## src/rtl/fetch_pkg.sv

```systemverilog
// fetch_pkg: shared types for the instruction fetch front end.
// Imported by the prefetch FIFO and the fetch unit top.
package fetch_pkg;

  localparam int XLEN = 32;
  localparam logic [XLEN-1:0] NOP = 32'h0000_0013;

  typedef struct packed {
    logic [XLEN-1:0] instr;
    logic [XLEN-1:0] pc;
  } fetch_entry_t;

endpackage

```

## src/rtl/fetch_fifo.sv

```systemverilog
// fetch_fifo: circular prefetch buffer of fetched words and their pcs.
// Flush wins over push and pop in the same cycle.
module fetch_fifo
  import fetch_pkg::*;
#(
  parameter int DEPTH = 4
) (
  input  logic                       clk,
  input  logic                       n_rst,
  input  logic                       flush,
  input  logic                       push,
  input  fetch_entry_t               wdata,
  input  logic                       pop,
  output fetch_entry_t               rdata,
  output logic [$clog2(DEPTH+1)-1:0] count,
  output logic                       empty,
  output logic                       full
);

  localparam int AW = $clog2(DEPTH);
  localparam int CW = $clog2(DEPTH+1);

  fetch_entry_t  mem [DEPTH];
  logic [AW-1:0] wr_ptr;
  logic [AW-1:0] rd_ptr;
  logic          do_push;
  logic          do_pop;

  assign empty   = (count == '0);
  assign full    = (count == CW'(DEPTH));
  assign do_pop  = pop && !empty;
  assign do_push = push && (!full || do_pop);
  assign rdata   = mem[rd_ptr];

  always_ff @(posedge clk) begin
    if (do_push && !flush) begin
      mem[wr_ptr] <= wdata;
    end
  end

  always_ff @(posedge clk or negedge n_rst) begin
    if (!n_rst) begin
      wr_ptr <= '0;
      rd_ptr <= '0;
      count  <= '0;
    end else if (flush) begin
      wr_ptr <= '0;
      rd_ptr <= '0;
      count  <= '0;
    end else begin
      if (do_push) wr_ptr <= wr_ptr + AW'(1);
      if (do_pop)  rd_ptr <= rd_ptr + AW'(1);
      count <= count + CW'(do_push) - CW'(do_pop);
    end
  end

endmodule

```

## src/rtl/fetch_unit.sv

```systemverilog
// fetch_unit: owns the fetch pc, issues credit-limited imem requests
// and hands {instr, pc} to decode through the prefetch FIFO.
module fetch_unit
  import fetch_pkg::*;
#(
  parameter int          DEPTH    = 4,
  parameter logic [31:0] RESET_PC = 32'h0000_0000
) (
  input  logic        clk,
  input  logic        n_rst,
  output logic        imem_req,
  output logic [31:0] imem_addr,
  input  logic        imem_gnt,
  input  logic        imem_rvalid,
  input  logic [31:0] imem_rdata,
  input  logic        redirect,
  input  logic [31:0] redirect_pc,
  output logic        instr_valid,
  output logic [31:0] instr,
  output logic [31:0] instr_pc,
  input  logic        instr_ready
);

  localparam int CW = $clog2(DEPTH+1);

  logic [XLEN-1:0] fetch_pc;
  logic [XLEN-1:0] tag_pc;
  logic [XLEN-1:0] redirect_base;
  logic [CW-1:0]   outstanding;
  logic [CW-1:0]   discard;
  logic [CW-1:0]   fifo_count;
  logic [CW:0]     credit_used;
  logic            fifo_empty;
  logic            fifo_full;
  logic            grant;
  logic            rsp;
  logic            accept;
  logic            pop;
  fetch_entry_t    head;
  fetch_entry_t    push_entry;

  assign redirect_base = redirect_pc & ~32'h3;
  assign credit_used   = {1'b0, fifo_count} + {1'b0, outstanding};

  assign imem_req  = n_rst && !redirect &&
                     (credit_used < (CW+1)'(DEPTH));
  assign imem_addr = fetch_pc;

  // a response with nothing in flight is ignored
  assign grant  = imem_req && imem_gnt;
  assign rsp    = imem_rvalid && (outstanding != '0);
  assign accept = rsp && !redirect && (discard == '0);
  assign pop    = instr_valid && instr_ready && !redirect;

  assign push_entry.instr = imem_rdata;
  assign push_entry.pc    = tag_pc;

  fetch_fifo #(
    .DEPTH (DEPTH)
  ) u_fifo (
    .clk   (clk),
    .n_rst (n_rst),
    .flush (redirect),
    .push  (accept),
    .wdata (push_entry),
    .pop   (pop),
    .rdata (head),
    .count (fifo_count),
    .empty (fifo_empty),
    .full  (fifo_full)
  );

  assign instr_valid = !fifo_empty;
  assign instr       = instr_valid ? head.instr : '0;
  assign instr_pc    = instr_valid ? head.pc : '0;

  always_ff @(posedge clk or negedge n_rst) begin
    if (!n_rst) begin
      fetch_pc    <= RESET_PC;
      tag_pc      <= RESET_PC;
      outstanding <= '0;
      discard     <= '0;
    end else begin
      outstanding <= outstanding + CW'(grant) - CW'(rsp);
      if (redirect) begin
        fetch_pc <= redirect_base;
        tag_pc   <= redirect_base;
        // every word still in flight after this cycle is stale
        discard  <= outstanding - CW'(rsp);
      end else begin
        if (grant)  fetch_pc <= fetch_pc + 32'd4;
        if (accept) tag_pc   <= tag_pc + 32'd4;
        if (rsp && (discard != '0)) discard <= discard - CW'(1);
      end
    end
  end

  rvalid_needs_outstanding: assert property (
    @(posedge clk) disable iff (!n_rst)
    imem_rvalid |-> (outstanding != '0));

  no_fifo_overflow: assert property (
    @(posedge clk) disable iff (!n_rst)
    accept |-> (!fifo_full || pop));

endmodule
```

## config.mk

```make
export PLATFORM = sky130hd
export DESIGN_NAME = fetch_unit
export DESIGN_NICKNAME = d
export VERILOG_FILES = /design/src/rtl/fetch_pkg.sv /design/src/rtl/fetch_fifo.sv /design/src/rtl/fetch_unit.sv
export SDC_FILE = /design/constraint.sdc
export NUM_CORES = 1
export LEC_CHECK = 0
export ABC_AREA = 1
export BUFFER_PORTS_ARGS = -buffer_cell sky130_fd_sc_hd__buf_2
export CAP_MARGIN = 20
export CORE_MARGIN = 5
export CORE_UTILIZATION = 59
export CTS_BUF_LIST = sky130_fd_sc_hd__clkbuf_16
export DETAILED_ROUTE_END_ITERATION = 8
export GPL_TIMING_DRIVEN = 0
export HOLD_SLACK_MARGIN = 0.02
export PLACE_DENSITY = 0.87
export SYNTH_ARGS = -nofsm -noshare
export SYNTH_HDL_FRONTEND = slang
export SYNTH_SLANG_ARGS = --single-unit
export TNS_END_PERCENT = 20
```

## constraint.sdc

```tcl
create_clock -name clk -period 4.7 [get_ports clk]
set_input_delay 0.47 -clock clk [delete_from_list [all_inputs] [get_ports clk]]
set_output_delay 0.47 -clock clk [all_outputs]
set_load 0.01 [all_outputs]
```

=== Yosys cells after proc, flatten, opt, wreduce, memory -nomap -nowiden ===
Memories as Yosys holds them, arrays and structs flattened.
Index checks and enable logic that the tools add are counted.

* $add $sub $neg: 11
* $mul: 0
* Divide/modulo/power cells: 0
* Magnitude comparators: 1
* Eq/ne operators: 1
* Shift operators: 0
* Muxes and demuxes: 15
* Bitwise gates (word level): 0
* Reductions and logical operators: 25

{| class="wikitable"
|+ Operator list
! kind !! count
|-
| 2-to-1 mux 32 bit || 6
|-
| adder 32 x 3 -> 32 bit (second input constant) || 2
|-
| logical AND 1 bit || 12
|-
| nonzero test 2 bit || 5
|-
| 2-to-1 mux 3 bit || 3
|-
| subtractor 3 x 1 -> 3 bit || 3
|-
| 2-to-1 mux 2 bit || 4
|-
| adder 3 x 1 -> 3 bit || 2
|-
| zero test 3 bit || 2
|-
| nonzero test 3 bit || 2
|-
| adder 2 x 1 -> 2 bit (second input constant) || 2
|-
| adder 3 x 3 -> 4 bit || 1
|-
| < comparator 4 x 3 -> 1 bit (second input constant) || 1
|-
| == test 3 bit (second input constant) || 1
|-
| zero test 1 bit || 3
|-
| subtractor 3 x 1 -> 3 bit (second input constant) || 1
|-
| 2-to-1 mux 1 bit || 2
|-
| logical OR 1 bit || 1
|}

* Flip-flop bits (word level): 77
* Latch bits: 0
* RAM bits: 256
* Memory bits (read-only): 0
* Bits of input ports: 70
* Output and inout port bits: 98
* Word-level logic and storage cells: 61
* Memories kept: 1

{| class="wikitable"
|+ Memory list
! memory !! words !! width !! rd ports !! clocked after memory_dff !! write ports !! RTL line !! RTL
|-
| u_fifo.mem || 4 || 64 || 1 || 0 || 1 || fetch_fifo.sv:23 || <nowiki>fetch_entry_t mem [DEPTH];</nowiki>
|}

=== Longest topological paths before layout ===
* Word-level depth: 10
* Depth in mapped cells: 13
* Mapped depth without buffers: 13

=== Cells and area by module ===
Synthesis repeated with hierarchy kept, for this count alone.

* Cells, all modules: 1533
* Area, all modules: 15337.2 µm²

{| class="wikitable"
|+ Modules (own cells, without submodules)
! module !! times used !! cells each !! area each (µm²) !! seq. area each (µm²)
|-
| fetch_fifo || 1 || 681 || 10035.9 || 7862.5
|-
| fetch_unit || 1 || 852 || 5301.3 || 1651.6
|}

=== Worst setup path before layout ===
Ideal clock, no wire load.

* Path kind: register to register
* From: register discard[0]
* To: memory u_fifo.mem[0][10] (netlist name), enable pin
* Setup time: 0.482 ns
* Data arrival time: 3.675 ns
* Data required time: 4.218 ns
* Path slack: 0.542 ns
* Cell stages (with the launch flop): 7
* Path buffers: 0
* Period minus slack after synthesis: 4.158 ns
* Path through: dfrtp_1 inv_1 ha_1 nand3_1 nor2_2 nand2_1 nor2_1

* Longest elaborated chain between the ends: 6

{| class="wikitable"
|+ Ends and longest elaborated chain
! what !! RTL line !! RTL
|-
| from (decl) || fetch_unit.sv:30 || <nowiki>logic [CW-1:0] discard;</nowiki>
|-
| from (signal assigned) || fetch_unit.sv:89 || <nowiki>discard <= outstanding - CW'(rsp);</nowiki>
|-
| from (signal assigned) || fetch_unit.sv:93 || <nowiki>if (rsp && (discard != '0)) discard <= discard - CW'(1);</nowiki>
|-
| zero test 3 bit || fetch_unit.sv:52 || <nowiki>assign accept = rsp && !redirect && (discard == '0);</nowiki>
|-
| logical AND 1 bit || fetch_unit.sv:52 ||
|-
| logical AND 1 bit || fetch_fifo.sv:32 || <nowiki>assign do_push = push && (!full || do_pop);</nowiki>
|-
| logical AND 1 bit || fetch_fifo.sv:36 || <nowiki>if (do_push && !flush) begin</nowiki>
|-
| 2-to-1 mux 1 bit || fetch_fifo.sv:36 ||
|-
| 2-to-1 mux 1 bit (not written as such) || fetch_fifo.sv:37 || <nowiki>mem[wr_ptr] <= wdata;</nowiki>
|-
| to (decl) || fetch_fifo.sv:23 ||
|}

No other way between the ends.

=== Worst setup path in the final report ===
* From: register u_fifo.count[1]
* To: output instr_pc[18]

* Longest elaborated chain between the ends: 2

{| class="wikitable"
|+ Ends and longest elaborated chain
! what !! RTL line !! RTL
|-
| from (decl) || fetch_fifo.sv:15 || <nowiki>output logic [$clog2(DEPTH+1)-1:0] count,</nowiki>
|-
| from (signal assigned) || fetch_fifo.sv:53 || <nowiki>count <= count + CW'(do_push) - CW'(do_pop);</nowiki>
|-
| zero test 3 bit || fetch_fifo.sv:29 || <nowiki>assign empty = (count == '0);</nowiki>
|-
| 2-to-1 mux 32 bit || fetch_unit.sv:75 || <nowiki>assign instr_pc = instr_valid ? head.pc : '0;</nowiki>
|-
| to (decl) || fetch_unit.sv:20 || <nowiki>output logic [31:0] instr_pc,</nowiki>
|}

No other way between the ends.

==> qor.yml <==
crit_arrival_ns: 2.90
synth_edf_count: 248
routed-via-count: 12100
status: "finished clean"
seqCellArea_sq_um: 9270
gr-usage-all-layers_pct: 27.4
cts_htree_levels: 1
fin_util_pct: 70.3
cts_buffers: 31
ys.flop_type: "edfxtp_1"
relSlewSlack_pct: 23.5
setup_viol: 0
avgViaCountPerCell: 5.90
rsz0062_at_grt: "false"
num_rows: 57
netlist_area_sq_um: 14600
gr-usage-met1_pct: 36.9
fp.dieH_um: 168
synthArstFlopShare_pct: 22.7
drt-total-wl_mm: 39.7
multiInputGateArea_sq_um: 4770
clk_latency_ns: 0.57
peakVddDrop_uv: 351
hold_depth: 1
dp_hpwl_mm: 26.7
cp.required_ns: 4.23
fin_nets: 1791
cp-end-kind: "output port"
firstDrtPassIters: 8
skew_ns: 0.0297
seq_area_frac_synth_pct: 63.3
slew_violations: 0
place_area_sq_um: 16100
core_sq_um: 24400
crit_path_start_kind: "register"
grt_pass1_wl_mm: 62.0
avgRoutedWirePerCell_um: 19.3
tns_ns: 0
gp_congestion: 0.958
syn_area_per_cell_sq_um: 9.79
globalRoute.totalOverflow: 0
r2r_cells: 13
grt_use_met2_pct: 45.1
drc_errors: 0
area_growth_pct: 17.2
cts_tree: "done"
final_common_cell: "nor2_1"
drive_gt1_share_pct: 15.6
stdcell_area_sq_um: 17200
min_period_ns: 3.37
cp_max_fo: 10
clkSinkCount: 321
fill_cells: 1733
start_util_pct: 60.0
min_path_type: "input port to register"
synth-seq-cells: 321
dieArea_sq_um: 28100
first_global_vias: 11900
gr-usage-met3_pct: 3.98
port_buffers: 161
path_class: "register to output port"
cts-root-buf: "clkbuf_16"
maxCapViolCount: 0
netlist_instances: 1496
antenna_found_initial: 0
final_cells: 2052
grt_max_degree: 47
finalHoldViolCount: 0
power_density_nw_per_um2: 501
cts_setup_buffers: 0
antenna_left: 0
post-route-period-util_pct: 71.7
fin_ws_ns: 1.33
dp_slack_ns: 1.66
cts_buffer_depth: 3
max_freq_mhz: 297
dp.cells: 1993
tightest_slew_ns: 1.14
cts.reportedPaths.clkPinSlew_ns: 0.06
busiest_layer: "met2"
dieWidth_um: 168
mostFrequentLayoutCells: "nor2_1 (345), edfxtp_1 (248), nand2_1 (227)"
p_leak_uw: 0.00689
ioPinCount: 168
yosysUniqueCellTypes: 41
synth_warnings: 0
antennaDiodeCount: 0
drtIter0Drc: 1964
## synthesized netlist by cell type, drive strengths merged, types with 2 or more instances
cell type / count / share of area (%)
nand2: 229 / 5.9
xnor2: 3 / 0.18
nand3b: 4 / 0.29
a21o: 3 / 0.15
dfrtp: 73 / 12
o211ai: 12 / 0.62
or2: 3 / 0.13
and2: 2 / 0.085
o21bai: 3 / 0.15
a21oi: 99 / 3.4
inv: 87 / 2.2
nand3: 91 / 3.1
nor3: 8 / 0.31
clkbuf: 37 / 0.95
xor2: 14 / 0.84
edfxtp: 248 / 51
nor2: 358 / 9.4
buf: 33 / 1.2
fa: 2 / 0.27
nand4: 11 / 0.47
a31oi: 4 / 0.17
o21ai: 150 / 5.1
ha: 16 / 1.4
## per-layer routing
metal	up-vias	part of all wire [%]	routed length, um
li1	5493	-	-
met5	-	0	0
met1	5645	37	14700
met2	837	48	19100
met3	122	11	4240
met4	0	4.1	1610
## per-stage QoR
step | power, uW | hold slack (ns)
6_report | 8590 | 0.115
3_3_place_gp | 5950 | 0.530
2_1_floorplan | 5000 | 0.174
4_1_cts | 8570 | 0.100
5_1_grt | 8990 | 0.117
3_5_place_dp | 6070 | 0.436
## report_power, final
group          internal [uW]  switching, uW  leakage, uW
logic                    801           1700      0.00326
clock network           1430           1090     0.000513
registers               3310            259      0.00311
total                   5540           3050      0.00689
## worst paths after layout
kind | from | slack [ns] | end
max | u_fifo.count[1] | 1.33 | instr_pc[18]
min | imem_rdata[28] | 0.11 | u_fifo.mem[0][60]
max reg2reg | u_fifo.count[1] | 1.57 | u_fifo.count[2]
min reg2reg | outstanding[0] | 0.55 | outstanding[0]
max in group asynchronous | n_rst | 3.74 | u_fifo.wr_ptr[0]
min in group asynchronous | n_rst | 0.39 | tag_pc[16]
## state kept, by name, summed over array words and instances (netlist names)
name / flops
discard: 3
imem_addr: 30
outstanding: 3
tag_pc: 30
u_fifo.count: 3
u_fifo.mem: 248
u_fifo.rd_ptr: 2
u_fifo.wr_ptr: 2
## kinds of logic after synthesis
group	synth area share, %
buf+inv	4.38
compound gates	9.82
simple gates	19.8
xor+xnor	1.02
fa+ha+maj	1.64
other cells	0.0256
flops	63.3
## worst max-delay path: stages, from the launching register on
cell      delay [ns]
dfrtp_1         0.43
inv_1           0.09
nand2_1         0.05
nor2_1          0.85
clkbuf_1        0.52
a21oi_1         0.19
buf_2           0.19
## cell type report
type | count | area share (%)
Buffer | 70 | 1.83
Clock buffer | 31 | 4.52
Clock inverter | 27 | 1.52
Inverter | 87 | 1.90
Multi-Input combinational cell | 1021 | 27.8
Sequential cell | 321 | 54.1
Tap cell | 324 | 2.36
Timing Repair Buffer | 171 | 6.00
## repair_timing
action	in CTS	in global routing
endpoints found under the hold margin	28	0
gates resized for setup	0	0
hold buffers	1	0
Note: power is estimated with default switching activity, not from simulation.
